==> src/rtl/calc_key_entry.sv <==
// calc_key_entry: key-strobe front end of the calculator.
// Turns single-cycle key strobes into two 4-digit BCD operands (A, B),
// the operation select ST_L and the top-level calculator state ST.
// Every output is registered, so a key strobed in cycle n is visible in cycle n+1.

`ifndef S_A
`define S_A   2'd0
`endif
`ifndef S_B
`define S_B   2'd1
`endif
`ifndef S_OBL
`define S_OBL 2'd2
`endif
`ifndef SL_ADD
`define SL_ADD 3'd0
`endif
`ifndef SL_SUB
`define SL_SUB 3'd1
`endif
`ifndef SL_XOR
`define SL_XOR 3'd2
`endif
`ifndef SL_AND
`define SL_AND 3'd3
`endif
`ifndef SL_OR
`define SL_OR  3'd4
`endif

module calc_key_entry #(
    parameter int MAX_DIGITS = 4
) (
    input  logic       clk,
    input  logic       rst,
    input  logic       key_valid,
    input  logic [4:0] key_code,
    output logic [3:0] A1,
    output logic [3:0] A2,
    output logic [3:0] A3,
    output logic [3:0] A4,
    output logic [3:0] B1,
    output logic [3:0] B2,
    output logic [3:0] B3,
    output logic [3:0] B4,
    output logic [1:0] ST,
    output logic [2:0] ST_L,
    output logic [2:0] digit_cnt,
    output logic       key_err
);

    // Calculator states; the fourth encoding is never entered.
    typedef enum logic [1:0] {
        ST_A   = `S_A,
        ST_B   = `S_B,
        ST_OBL = `S_OBL
    } state_e;

    // Key codes that are not digits.
    localparam logic [4:0] KEY_ADD   = 5'd16;
    localparam logic [4:0] KEY_OR    = 5'd20;
    localparam logic [4:0] KEY_EQ    = 5'd21;
    localparam logic [4:0] KEY_CLEAR = 5'd22;
    localparam logic [4:0] KEY_BKSP  = 5'd23;

    // Digit capacity clamped into the counter width; legal values are 1..4.
    localparam logic [2:0] MAX_CNT = 3'(MAX_DIGITS);

    // Operands stored as packed nibble vectors; index 0 is the least significant digit.
    logic [3:0][3:0] a_q, a_d;
    logic [3:0][3:0] b_q, b_d;
    state_e          st_q, st_d;
    logic [2:0]      stl_q, stl_d;
    logic [2:0]      cnt_q, cnt_d;
    logic            err_q, err_d;

    // Key classification.
    logic is_digit;
    logic is_op;
    logic is_eq;
    logic is_clear;
    logic is_bksp;

    // The operand currently being edited and its shifted variants.
    logic [3:0][3:0] act_q;
    logic [3:0][3:0] act_shl;
    logic [3:0][3:0] act_shr;
    logic            can_push;
    logic            can_pop;
    logic            editing;

    // Decode the strobed key into its class.
    always_comb begin
        is_digit = (key_code <= 5'd9);
        is_op    = (key_code >= KEY_ADD) && (key_code <= KEY_OR);
        is_eq    = (key_code == KEY_EQ);
        is_clear = (key_code == KEY_CLEAR);
        is_bksp  = (key_code == KEY_BKSP);
    end

    // Pick the active operand and precompute its digit-entry and backspace shifts.
    always_comb begin
        editing  = (st_q == ST_A) || (st_q == ST_B);
        act_q    = (st_q == ST_B) ? b_q : a_q;
        act_shl  = {act_q[2:0], key_code[3:0]};
        act_shr  = {4'd0, act_q[3:1]};
        can_push = editing && (cnt_q < MAX_CNT);
        can_pop  = editing && (cnt_q != 3'd0);
    end

    // Next-state logic: apply one key per strobe; a rejected key only raises err_d.
    always_comb begin
        a_d   = a_q;
        b_d   = b_q;
        st_d  = st_q;
        stl_d = stl_q;
        cnt_d = cnt_q;
        err_d = 1'b0;

        if (key_valid) begin
            if (is_clear) begin
                // CLEAR is accepted everywhere and mirrors reset.
                a_d   = '0;
                b_d   = '0;
                st_d  = ST_A;
                stl_d = `SL_ADD;
                cnt_d = 3'd0;
            end else if (is_digit) begin
                if (st_q == ST_OBL) begin
                    // A digit after a result starts a fresh calculation.
                    a_d   = {4'd0, 4'd0, 4'd0, key_code[3:0]};
                    b_d   = '0;
                    stl_d = `SL_ADD;
                    cnt_d = 3'd1;
                    st_d  = ST_A;
                end else if (can_push) begin
                    if (st_q == ST_B) begin
                        b_d = act_shl;
                    end else begin
                        a_d = act_shl;
                    end
                    cnt_d = cnt_q + 3'd1;
                end else begin
                    err_d = 1'b1;
                end
            end else if (is_bksp) begin
                if (can_pop) begin
                    if (st_q == ST_B) begin
                        b_d = act_shr;
                    end else begin
                        a_d = act_shr;
                    end
                    cnt_d = cnt_q - 3'd1;
                end else begin
                    err_d = 1'b1;
                end
            end else if (is_op) begin
                // Op codes 16..20 map directly onto the select encodings 0..4.
                if (st_q == ST_A) begin
                    stl_d = key_code[2:0];
                    b_d   = '0;
                    cnt_d = 3'd0;
                    st_d  = ST_B;
                end else if (st_q == ST_B) begin
                    stl_d = key_code[2:0];
                end else begin
                    err_d = 1'b1;
                end
            end else if (is_eq) begin
                if (st_q == ST_B) begin
                    st_d  = ST_OBL;
                    cnt_d = 3'd0;
                end else begin
                    err_d = 1'b1;
                end
            end else begin
                // Codes 10..15 and 24..31 are illegal.
                err_d = 1'b1;
            end
        end
    end

    // State register with asynchronous return to the reset values.
    always_ff @(posedge clk or posedge rst) begin
        if (rst) begin
            a_q   <= '0;
            b_q   <= '0;
            st_q  <= ST_A;
            stl_q <= `SL_ADD;
            cnt_q <= 3'd0;
            err_q <= 1'b0;
        end else begin
            a_q   <= a_d;
            b_q   <= b_d;
            st_q  <= st_d;
            stl_q <= stl_d;
            cnt_q <= cnt_d;
            err_q <= err_d;
        end
    end

    assign A1 = a_q[0];
    assign A2 = a_q[1];
    assign A3 = a_q[2];
    assign A4 = a_q[3];
    assign B1 = b_q[0];
    assign B2 = b_q[1];
    assign B3 = b_q[2];
    assign B4 = b_q[3];

    assign ST        = st_q;
    assign ST_L      = stl_q;
    assign digit_cnt = cnt_q;
    assign key_err   = err_q;

endmodule

==> config.mk <==
export PLATFORM = sky130hd
export DESIGN_NAME = calc_key_entry
export DESIGN_NICKNAME = d
export VERILOG_FILES = /design/src/rtl/calc_key_entry.sv
export SDC_FILE = /design/constraint.sdc
export NUM_CORES = 1
export LEC_CHECK = 0
export ABC_CLOCK_PERIOD_IN_PS = 6000
export BUFFER_PORTS_ARGS = -buffer_cell sky130_fd_sc_hd__buf_2
export CORE_MARGIN = 5
export CORE_UTILIZATION = 45
export DETAILED_ROUTE_END_ITERATION = 10
export PLACE_DENSITY = 0.72
export SLEW_MARGIN = 20
export SYNTH_ARGS = -nofsm -noshare
export SYNTH_HDL_FRONTEND = slang
export SYNTH_SLANG_ARGS = --single-unit
==> constraint.sdc <==
create_clock -name clk -period 6 [get_ports clk]
set_input_delay 0.6 -clock clk [delete_from_list [all_inputs] [get_ports clk]]
set_output_delay 0.6 -clock clk [all_outputs]
set_load 0.01 [all_outputs]
==> flow_metrics.env, run 1 <==
export IMPL_detailed_place_hpwl_mm=3.93
export IMPL_grt_usage_pct=16.9
export IMPL_timing_critical_path_required_ns=6.17
export IMPL_drt_iter0_drc=108
export IMPL_max_freq_mhz=361
export IMPL_final_util_pct=51.8
export IMPL_holdWs_ns=0.412
export IMPL_boundaryPins=49
export IMPL_finalHoldViolations=0
export IMPL_tritoncts_num_buffers=5
export IMPL_postCtsSetupBuffers=0
export IMPL_synthFlopType="sky130_fd_sc_hd__dfrtp_1"
export IMPL_worst_slew_pin_slew_ns=0.930
export IMPL_mappedNetlistNets=238
export IMPL_num_rows=27
export IMPL_cts_path_max_buffers=2
export IMPL_worst_ir_drop_vdd_v=0.000162
export IMPL_power_density_over_the_cells_nw_per_um2=339
export IMPL_result_of_the_run="finished, final reports clean"
export IMPL_critical_path_startpoint_type="input pin"
export IMPL_via_count_of_the_first_global_routing_pass=1946
export IMPL_die_width_um=84.2
export IMPL_drt_wl_total_mm=5.57
export IMPL_crit_path_end_kind="register"
export IMPL_pin_count_of_the_biggest_net_entering_global_routing=42
export IMPL_drt_pass1_iter_count=4
export IMPL_leakagePower_uw=0.00134
export IMPL_cts_htree_levels=2
export IMPL_place_congestion=0.851
export IMPL_cap_violations=0
export IMPL_die_area_um2=7090
export IMPL_crit_arrival_ns=2.94
export IMPL_fin_worst_skew_ns=0.0128
export IMPL_tritoncts="done"
export IMPL_tns_ns=0
export IMPL_wire_per_inst_um=16.3
export IMPL_synth_seq_area_share_pct=41.4
export IMPL_final_period_utilization_pct=46.1
export IMPL_global_route_overflow_total=0
export IMPL_synth_cells=224
export IMPL_num_antenna_cells=0
export IMPL_worst_path_max_fanout=18
export IMPL_floorplan_initialDensity_pct=45.5
export IMPL_core_area_um2=5440
export IMPL_min_path_type="input pin to asynchronous set/reset pin"
export IMPL_cts_hold_buffers=0
export IMPL_clock_tree_root_cell="sky130_fd_sc_hd__clkbuf_8"
export IMPL_ys_seq_elements=41
export IMPL_timing_final_setup_violations=0
export IMPL_synthArstFlopShare_pct=100
export IMPL_clock_sink_count=41
export IMPL_syn_avg_cell_area_um2=11.1
export IMPL_finalCriticalPeriod_ns=2.77
export IMPL_layout_cells_most_common="sky130_fd_sc_hd__buf_2"
export IMPL_most_frequent_cells_in_the_layout="sky130_fd_sc_hd__buf_2, sky130_fd_sc_hd__dfrtp_1, sky130_fd_sc_hd__mux2_2"
export IMPL_yosys_warnings=0
export IMPL_route_antenna_remaining_nets=0
export IMPL_grt_antenna_before_repair=0
export IMPL_relSlewSlack_pct=37.8
export IMPL_maxSlewViolCount=0
export IMPL_area_growth_synth_to_final_pct=13.8
export IMPL_synth_cell_types=43
export IMPL_vias=1895
export IMPL_cts_repair_resized=0
export IMPL_path_clk_slew_ns=0.08
export IMPL_clkLatencyLatePin_ns=0.30
export IMPL_drive_above_1_share_pct=37.9
export IMPL_post_synth_instance_area_um2=2480
export IMPL_synth_enable_flop_cells=0
export IMPL_dieHeight_um=84.2
export IMPL_final_net_count=282
export IMPL_grt_pass1_wl_mm=9.68
export IMPL_post_layout_total_power_uw=956
export IMPL_setup_repair_after_global_routing_missed_its_margin="false"
export IMPL_route_detailed_vias_per_inst=5.56
export IMPL_drcViolationCount=0
export IMPL_count_of_input_and_output_buffers=48
export IMPL_critical_path_class="input pin to register"
==> final timing paths <==
check / startpoint / end / slack (ns) / cells after the start
worst max register to register: ST[1] / A2[0] / 3.27 / 7
worst min-delay path: rst / B4[1] / 0.41 / 3
min in group clk: ST_L[1] / ST_L[1] / 0.51 / 1
worst min register to register: ST_L[1] / ST_L[1] / 0.51 / 1
worst max-delay path: key_code[2] / A2[0] / 3.23 / 6
max in group asynchronous: rst / B2[0] / 5.22 / 3
==> report_power, final <==
| group | leakage (uW) | switching [uW] | total [uW] | internal, uW |
|---|---|---|---|---|
| combinational | 0.000743 | 208 | 384 | 176 |
| sequential | 0.000556 | 56.3 | 394 | 338 |
| clock | 0.0000374 | 95.8 | 178 | 81.9 |
==> metrics by stage <==
step | std cells | cell area (um^2) | setup WS (ns)
4_1_cts | 341 | 2820 | 3.25
3_3_place_gp | 333 | 2730 | 2.97
5_1_grt | 341 | 2820 | 3.11
6_report | 341 | 2820 | 3.23
2_1_floorplan | 224 | 2480 | 3.67
3_5_place_dp | 333 | 2730 | 2.93
==> kinds of logic after synthesis <==
group	count (synthesis)	share of synthesized area, %
AO/OA/AOI/OAI	48	14.5
adder cells (fa/ha/maj)	6	3.03
buffers and inverters	25	5.51
flip-flops	41	41.4
multiplexers	55	25.2
AND/OR/NAND/NOR	49	10.3
==> cells in the mapped netlist (2+ instances only) <==
cell                         n  area share [%]
sky130_fd_sc_hd__nor2b_1     7             1.8
sky130_fd_sc_hd__dfrtp_1    41              41
sky130_fd_sc_hd__inv_1      12             1.8
sky130_fd_sc_hd__mux2i_1    20             8.1
sky130_fd_sc_hd__o21ai_0     9             1.8
sky130_fd_sc_hd__o22a_1      2            0.71
sky130_fd_sc_hd__nor2_1     16             2.4
sky130_fd_sc_hd__mux2_2     27              12
sky130_fd_sc_hd__mux2_4      8             4.9
sky130_fd_sc_hd__buf_2       7             1.4
sky130_fd_sc_hd__nor3_1      4            0.81
sky130_fd_sc_hd__o22ai_1    14             3.5
sky130_fd_sc_hd__buf_6       2            0.91
sky130_fd_sc_hd__o21a_1      3            0.91
sky130_fd_sc_hd__nand2b_1    2            0.51
sky130_fd_sc_hd__nand2_1     9             1.4
sky130_fd_sc_hd__ha_1        6             3.0
sky130_fd_sc_hd__a2bb2oi_1   2            0.71
sky130_fd_sc_hd__nand3_1     3            0.61
sky130_fd_sc_hd__a21oi_1     6             1.2
sky130_fd_sc_hd__buf_4       2            0.61
==> layout make-up <==
| type | instances | area (um^2) |
|---|---|---|
| sequential | 41 | 1030 |
| tap | 72 | 90.1 |
| fill | 509 | 2620 |
| clock buffer | 6 | 72.6 |
| multi-input combinational | 158 | 1310 |
| timing repair buffer | 50 | 255 |
| clock inverter | 2 | 15.0 |
| inverter | 12 | 45.0 |
==> critical path, cell delays in order <==
cell and delay [ns]:
sky130_fd_sc_hd__buf_2 0.17, sky130_fd_sc_hd__o31a_1 0.33, sky130_fd_sc_hd__a21oi_4 0.43, sky130_fd_sc_hd__o21ba_4 0.23, sky130_fd_sc_hd__nor3_4 0.75, sky130_fd_sc_hd__mux2_2 0.41
==> registers in the layout, summed over array words and instances (netlist names), 3 cells and up <==
name / count
B4: 4
B2: 4
A2: 4
A4: 4
ST_L: 3
digit_cnt: 3
B1: 4
A3: 4
A1: 4
B3: 4
==> routing by layer <==
layer / vias up / GRT usage, % / part of all wire (%) / wire length, um
li1: 887 / - / - / -
met1: 945 / 22.6 / 48 / 2660
met2: 53 / 26.5 / 45 / 2520
met3: 10 / 4.22 / 5.2 / 291
met4: 0 / 5.99 / 1.9 / 104
met5: - / 0 / 0 / 0
Note: power is estimated with default switching activity, not from simulation.
==> run 2, diff against run 1 <==
--- a/config.mk
+++ b/config.mk
@@ -5,7 +5,7 @@
 export SDC_FILE = /design/constraint.sdc
 export NUM_CORES = 1
 export LEC_CHECK = 0
-export ABC_CLOCK_PERIOD_IN_PS = 6000
+export ABC_CLOCK_PERIOD_IN_PS = 2750
 export BUFFER_PORTS_ARGS = -buffer_cell sky130_fd_sc_hd__buf_2
 export CORE_MARGIN = 5
 export CORE_UTILIZATION = 45
==> constraint.sdc (replaced) <==
create_clock -name clk -period 2.75 [get_ports clk]
set_input_delay 0.275 -clock clk [delete_from_list [all_inputs] [get_ports clk]]
set_output_delay 0.275 -clock clk [all_outputs]
set_load 0.01 [all_outputs]
==> run 2 against run 1 <==
Against the previous run: power rose by 120%; register-to-register slack worse by 2.7 ns; critical path depth is the same; clock-buffer cell count is 1 lower; non-clock buffer count grew 6; clock skew shrank 0.0097 ns; via count rose by 1.6%; first-iteration DRC count increased by 110%; clock power rose by 120%; largest power group is now combinational logic.
==> flow_metrics.env, run 2 (synthesis gave the netlist of run 1 again) <==
export IMPL_setup_repair_after_global_routing_missed_its_margin="false"
export IMPL_cts_path_max_buffers=2
export IMPL_numPlacedInstances=339
export IMPL_grt_antenna_before_repair=0
export IMPL_place_congestion=0.922
export IMPL_finalCriticalPeriod_ns=2.22
export IMPL_floorplan_initialDensity_pct=45.5
export IMPL_timing_final_setup_violations=0
export IMPL_boundaryPins=49
export IMPL_fin_worst_skew_ns=0.00313
export IMPL_clkLatencyLatePin_ns=0.29
export IMPL_tritoncts_num_buffers=5
export IMPL_clock_sink_count=41
export IMPL_final_period_utilization_pct=80.9
export IMPL_route_antenna_remaining_nets=0
export IMPL_cts_repair_resized=0
export IMPL_number_of_cells_in_the_finished_layout_apart_from_fillers=347
export IMPL_cap_violations=0
export IMPL_drive_above_1_share_pct=39.6
export IMPL_grt_pass1_wl_mm=9.90
export IMPL_timing_critical_path_required_ns=2.93
export IMPL_detailed_place_hpwl_mm=4.22
export IMPL_cts_hold_buffers=0
export IMPL_worst_slew_pin_slew_ns=0.905
export IMPL_most_frequent_cells_in_the_layout="sky130_fd_sc_hd__buf_2, sky130_fd_sc_hd__dfrtp_1, sky130_fd_sc_hd__mux2_2"
export IMPL_relSlewSlack_pct=39.6
export IMPL_tritoncts="done"
export IMPL_path_clk_slew_ns=0.08
export IMPL_min_path_type="input pin to asynchronous set/reset pin"
export IMPL_drcViolationCount=0
export IMPL_cts_htree_levels=2
export IMPL_drt_iter0_drc=230
export IMPL_crit_path_end_kind="register"
export IMPL_area_growth_synth_to_final_pct=15.6
export IMPL_maxSlewViolCount=0
export IMPL_max_freq_mhz=450
export IMPL_postCtsSetupBuffers=0
export IMPL_wire_per_inst_um=16.8
export IMPL_via_count_of_the_first_global_routing_pass=2012
export IMPL_num_rows=27
export IMPL_die_area_um2=7090
export IMPL_post_layout_total_power_uw=2110
export IMPL_vias=1925
export IMPL_layout_cells_most_common="sky130_fd_sc_hd__buf_2"
export IMPL_fillerInstances=492
export IMPL_die_width_um=84.2
export IMPL_holdWs_ns=0.162
export IMPL_core_area_um2=5440
export IMPL_critical_path_class="register to register"
export IMPL_worst_path_max_fanout=17
export IMPL_clock_tree_root_cell="sky130_fd_sc_hd__clkbuf_8"
export IMPL_finalHoldViolations=0
export IMPL_drt_wl_total_mm=5.83
export IMPL_count_of_input_and_output_buffers=48
export IMPL_leakagePower_uw=0.00137
export IMPL_num_antenna_cells=0
export IMPL_drt_pass1_iter_count=4
export IMPL_grt_usage_pct=17.2
export IMPL_route_detailed_vias_per_inst=5.55
export IMPL_power_density_over_the_cells_nw_per_um2=737
export IMPL_crit_arrival_ns=2.41
export IMPL_timing_reg2reg_setup_slack_ns=0.53
export IMPL_global_route_overflow_total=0
export IMPL_worst_ir_drop_vdd_v=0.000347
export IMPL_tns_ns=0
export IMPL_result_of_the_run="finished, final reports clean"
export IMPL_critical_path_startpoint_type="register"
export IMPL_dieHeight_um=84.2
export IMPL_pin_count_of_the_biggest_net_entering_global_routing=25
export IMPL_final_net_count=288
[run 2: cell types whose count changed in the layout (fill, tap and decap cells not counted), sizes merged]
cell      delta
clkbuf       -1
clkinv       +2
clkinvlp     -1
buf          +6
[run 2: through the flow]
stage | area (um^2) | utilization [%] | setup slack [ns]
after floorplan | 2480 | - | 0.688
after global placement | 2780 | 51.0 | 0.566
after detailed placement | 2780 | 51.0 | 0.546
after CTS | 2860 | 52.6 | 0.515
after global routing | 2860 | 52.6 | 0.319
final | 2860 | 52.6 | 0.527
[run 2: routing by layer]
layer	part of all wire [%]	up-vias	global-route usage (%)	wire (um)
met1	47	946	23.0	2740
met3	5.1	10	4.02	296
li1	-	909	-	-
met5	0	-	0	0
met2	46	60	27.5	2690
met4	1.7	0	5.70	98
[run 2: area by class of cell]
cell class | instances | area (um^2) | share of cell area, %
clock buffer | 5 | 68.8 | 2.40
clock inverter | 3 | 17.5 | 0.612
inverter | 12 | 45.0 | 1.57
multi-input combinational | 158 | 1310 | 45.9
sequential | 41 | 1030 | 35.9
tap | 72 | 90.1 | 3.15
timing repair buffer | 56 | 300 | 10.5
[run 2: critical path, stage by stage, from the launching register on]
cell and delay [ns]:
sky130_fd_sc_hd__dfrtp_1 0.43, sky130_fd_sc_hd__inv_1 0.10, sky130_fd_sc_hd__ha_1 0.24, sky130_fd_sc_hd__or3_1 0.54
sky130_fd_sc_hd__nand3_1 0.14, sky130_fd_sc_hd__nor3_1 0.28, sky130_fd_sc_hd__mux2_2 0.38
[run 2: path summary, 6_finish.rpt]
path                       startpoint  endpoint  depth (start not counted)
max in group asynchronous         rst     B2[3]                          3
hold / removal                    rst     B4[1]                          2
setup / recovery                ST[0]     ST[0]                          6
setup reg to reg                ST[0]     ST[0]                          6
hold reg to reg               ST_L[1]   ST_L[1]                          1
min in group clk            key_valid   key_err                          2
[run 2: power breakdown]
part	internal (uW)	switching, uW	total, uW
sequential	738	120	857
combinational	397	466	863
clock	175	213	388
total	1310	799	2110
==> run 3, diff against run 2 <==
--- a/config.mk
+++ b/config.mk
@@ -5,12 +5,12 @@
 export SDC_FILE = /design/constraint.sdc
 export NUM_CORES = 1
 export LEC_CHECK = 0
-export ABC_CLOCK_PERIOD_IN_PS = 2750
+export ABC_CLOCK_PERIOD_IN_PS = 1900
 export BUFFER_PORTS_ARGS = -buffer_cell sky130_fd_sc_hd__buf_2
 export CORE_MARGIN = 5
 export CORE_UTILIZATION = 45
 export DETAILED_ROUTE_END_ITERATION = 10
-export PLACE_DENSITY = 0.72
+export PLACE_DENSITY = 0.75
 export SLEW_MARGIN = 20
 export SYNTH_ARGS = -nofsm -noshare
 export SYNTH_HDL_FRONTEND = slang
==> constraint.sdc (replaced) <==
create_clock -name clk -period 1.9 [get_ports clk]
set_input_delay 0.19 -clock clk [delete_from_list [all_inputs] [get_ports clk]]
set_output_delay 0.19 -clock clk [all_outputs]
set_load 0.01 [all_outputs]
==> run 3 against run 2 <==
Against the previous run: clock power rose by 44%; critical endpoint is now A1[0]; sequential share of layout area shrank 4.7 points; largest cell class unchanged; die area unchanged; the flow now finishes with violations (hold timing); clock-buffer cell count up 1; wire length up 8.1%; register-to-register slack got worse by 0.53 ns; worst hold slack got worse by 0.17 ns; worst setup slack worse by 0.53 ns; largest power group unchanged; fmax grew 17%; via count grew 4.6%.
==> flow_metrics.env, run 3 (synthesis gave the netlist of run 1 again) <==
export IMPL_result_of_the_run="finished, violations left"
export IMPL_violations="hold timing"
export IMPL_critical_path_class="register to register"
export IMPL_drt_iter0_drc=149
export IMPL_finalCriticalPeriod_ns=1.90
export IMPL_vias=2013
export IMPL_comb_power_share_pct=46.8
export IMPL_worst_ir_drop_vdd_v=0.000559
export IMPL_worstReg2RegEnd="A1[0]"
export IMPL_timing_final_setup_violations=0
export IMPL_clock_tree_root_cell="sky130_fd_sc_hd__clkbuf_8"
export IMPL_numPlacedInstances=361
export IMPL_drt_pass1_iter_count=4
export IMPL_num_antenna_cells=0
export IMPL_die_width_um=84.2
export IMPL_relSlewSlack_pct=66.2
export IMPL_max_freq_mhz=526
export IMPL_place_congestion=0.872
export IMPL_dieHeight_um=84.2
export IMPL_sw_frac_of_total_pct=37.4
export IMPL_path_clk_slew_ns=0.08
export IMPL_grt_usage_pct=17.3
export IMPL_clk_pwr_share_pct=16.3
export IMPL_drcViolationCount=0
export IMPL_fillerInstances=429
export IMPL_grt_antenna_before_repair=0
export IMPL_placement_cell_area_um2=3000
export IMPL_core_area_um2=5440
export IMPL_tns_ns=0
export IMPL_drt_wl_total_mm=6.30
export IMPL_cts_hold_buffers=0
export IMPL_boundaryPins=49
export IMPL_area_growth_synth_to_final_pct=33.1
export IMPL_seqPwrFrac_pct=36.9
export IMPL_cap_violations=0
export IMPL_timing_reg2reg_setup_slack_ns=0.0004
export IMPL_crit_arrival_ns=2.09
export IMPL_via_count_of_the_first_global_routing_pass=2080
export IMPL_final_net_count=313
export IMPL_grt_pass1_wl_mm=10.0
export IMPL_drive_above_1_share_pct=53.0
export IMPL_floorplan_initialDensity_pct=45.5
export IMPL_holdWs_ns=-0.00839
export IMPL_final_area_um2=3300
export IMPL_clock_sink_count=41
export IMPL_timing_critical_path_required_ns=2.09
export IMPL_route_antenna_remaining_nets=0
export IMPL_wire_per_inst_um=16.9
export IMPL_fin_worst_skew_ns=0.00631
export IMPL_critical_path_startpoint_type="register"
export IMPL_power_density_over_the_cells_nw_per_um2=1040
export IMPL_global_route_overflow_total=0
export IMPL_finalHoldViolations=8
export IMPL_final_period_utilization_pct=100
export IMPL_worst_slew_pin_slew_ns=0.508
export IMPL_clkLatencyLatePin_ns=0.30
export IMPL_leakagePower_uw=0.00155
export IMPL_internal_power_consumption_uw=2150
export IMPL_tritoncts="done"
export IMPL_tritoncts_num_buffers=5
export IMPL_die_area_um2=7090
export IMPL_route_detailed_vias_per_inst=5.41
export IMPL_cts_htree_levels=2
export IMPL_count_of_input_and_output_buffers=48
export IMPL_worstRegToRegCells=7
export IMPL_most_frequent_cells_in_the_layout="sky130_fd_sc_hd__buf_2, sky130_fd_sc_hd__dfrtp_1, sky130_fd_sc_hd__buf_4"
export IMPL_num_rows=27
export IMPL_pin_count_of_the_biggest_net_entering_global_routing=42
export IMPL_setup_repair_after_global_routing_missed_its_margin="true"
export IMPL_min_path_type="input pin to asynchronous set/reset pin"
export IMPL_cts_path_max_buffers=2
export IMPL_crit_path_end_kind="register"
export IMPL_detailed_place_hpwl_mm=4.38
export IMPL_critical_path_reg2reg_startpoint="ST[1]"
export IMPL_layout_cells_most_common="sky130_fd_sc_hd__buf_2"
export IMPL_number_of_cells_in_the_finished_layout_apart_from_fillers=372
export IMPL_power_switching_uw=1290
export IMPL_worst_path_max_fanout=16
export IMPL_maxSlewViolCount=0
run 3: stage by stage:
stage | hold WS, ns | setup slack (ns) | utilization [%] | total power, uW
after global placement | 0.342 | 0.0288 | 55.2 | 2660
after detailed placement | 0.348 | -0.0394 | 55.2 | 2690
final | -0.00839 | 0.000432 | 60.6 | 3440
after CTS | 0.0220 | -0.00939 | 57.2 | 3290
after floorplan | 0.312 | 0.000601 | - | 2160
after global routing | 0.0504 | -0.0415 | 60.6 | 3670
run 3: area by class of cell:
class,count,area [um^2],share of cell area [%]
Timing Repair Buffer,81,549,16.7
Clock inverter,2,10.0,0.304
Clock buffer,6,72.6,2.20
Sequential cell,41,1030,31.2
Inverter,12,50.0,1.52
Multi-Input combinational cell,158,1500,45.4
Tap cell,72,90.1,2.73
run 3: worst max-delay path: stages, from the launching register on:
cell,delay [ns]
sky130_fd_sc_hd__dfrtp_2,0.46
sky130_fd_sc_hd__inv_4,0.09
sky130_fd_sc_hd__ha_4,0.20
sky130_fd_sc_hd__o22ai_4,0.10
sky130_fd_sc_hd__o21ba_4,0.24
sky130_fd_sc_hd__nor3_4,0.16
sky130_fd_sc_hd__buf_12,0.20
sky130_fd_sc_hd__mux2_2,0.35
run 3: what timing repair did:
action,CTS,global route
cloned,0,1
buffers inserted,1,1
pin swaps,0,1
gates resized for setup,3,40
endpoints found under the setup margin,11,27
run 3: how the worst max path moves through the flow:
stage / end / slack, ns / cells past startpoint / from
6_report: A1[0] / 0.0004 / 7 / ST[1]
5_1_grt: A1[3] / -0.04 / 7 / ST[1]
4_1_cts: B3[1] / -0.009 / 7 / ST[1]
3_5_place_dp: B3[1] / -0.04 / 7 / ST[0]
3_3_place_gp: B3[1] / 0.03 / 7 / ST[0]
2_1_floorplan: A1[1] / 0.0006 / 8 / digit_cnt[0]
run 3: per-layer routing:
layer | wire [um] | GRT usage [%] | up-vias | share of wire, %
li1 | - | - | 949 | -
met1 | 2820 | 23.1 | 990 | 45
met2 | 2990 | 28.3 | 65 | 47
met3 | 391 | 4.12 | 9 | 6.2
met4 | 93 | 4.39 | 0 | 1.5
met5 | 0 | 0 | - | 0
run 3: power groups by stage:
stage / registers, uW / clock network, uW / logic [uW]
final: 1270 / 560 / 1610
after global routing: 1300 / 615 / 1750
after global placement: 1260 / 0 / 1410
after CTS: 1250 / 568 / 1470
after floorplan: 1330 / 0 / 832
after detailed placement: 1260 / 0 / 1430
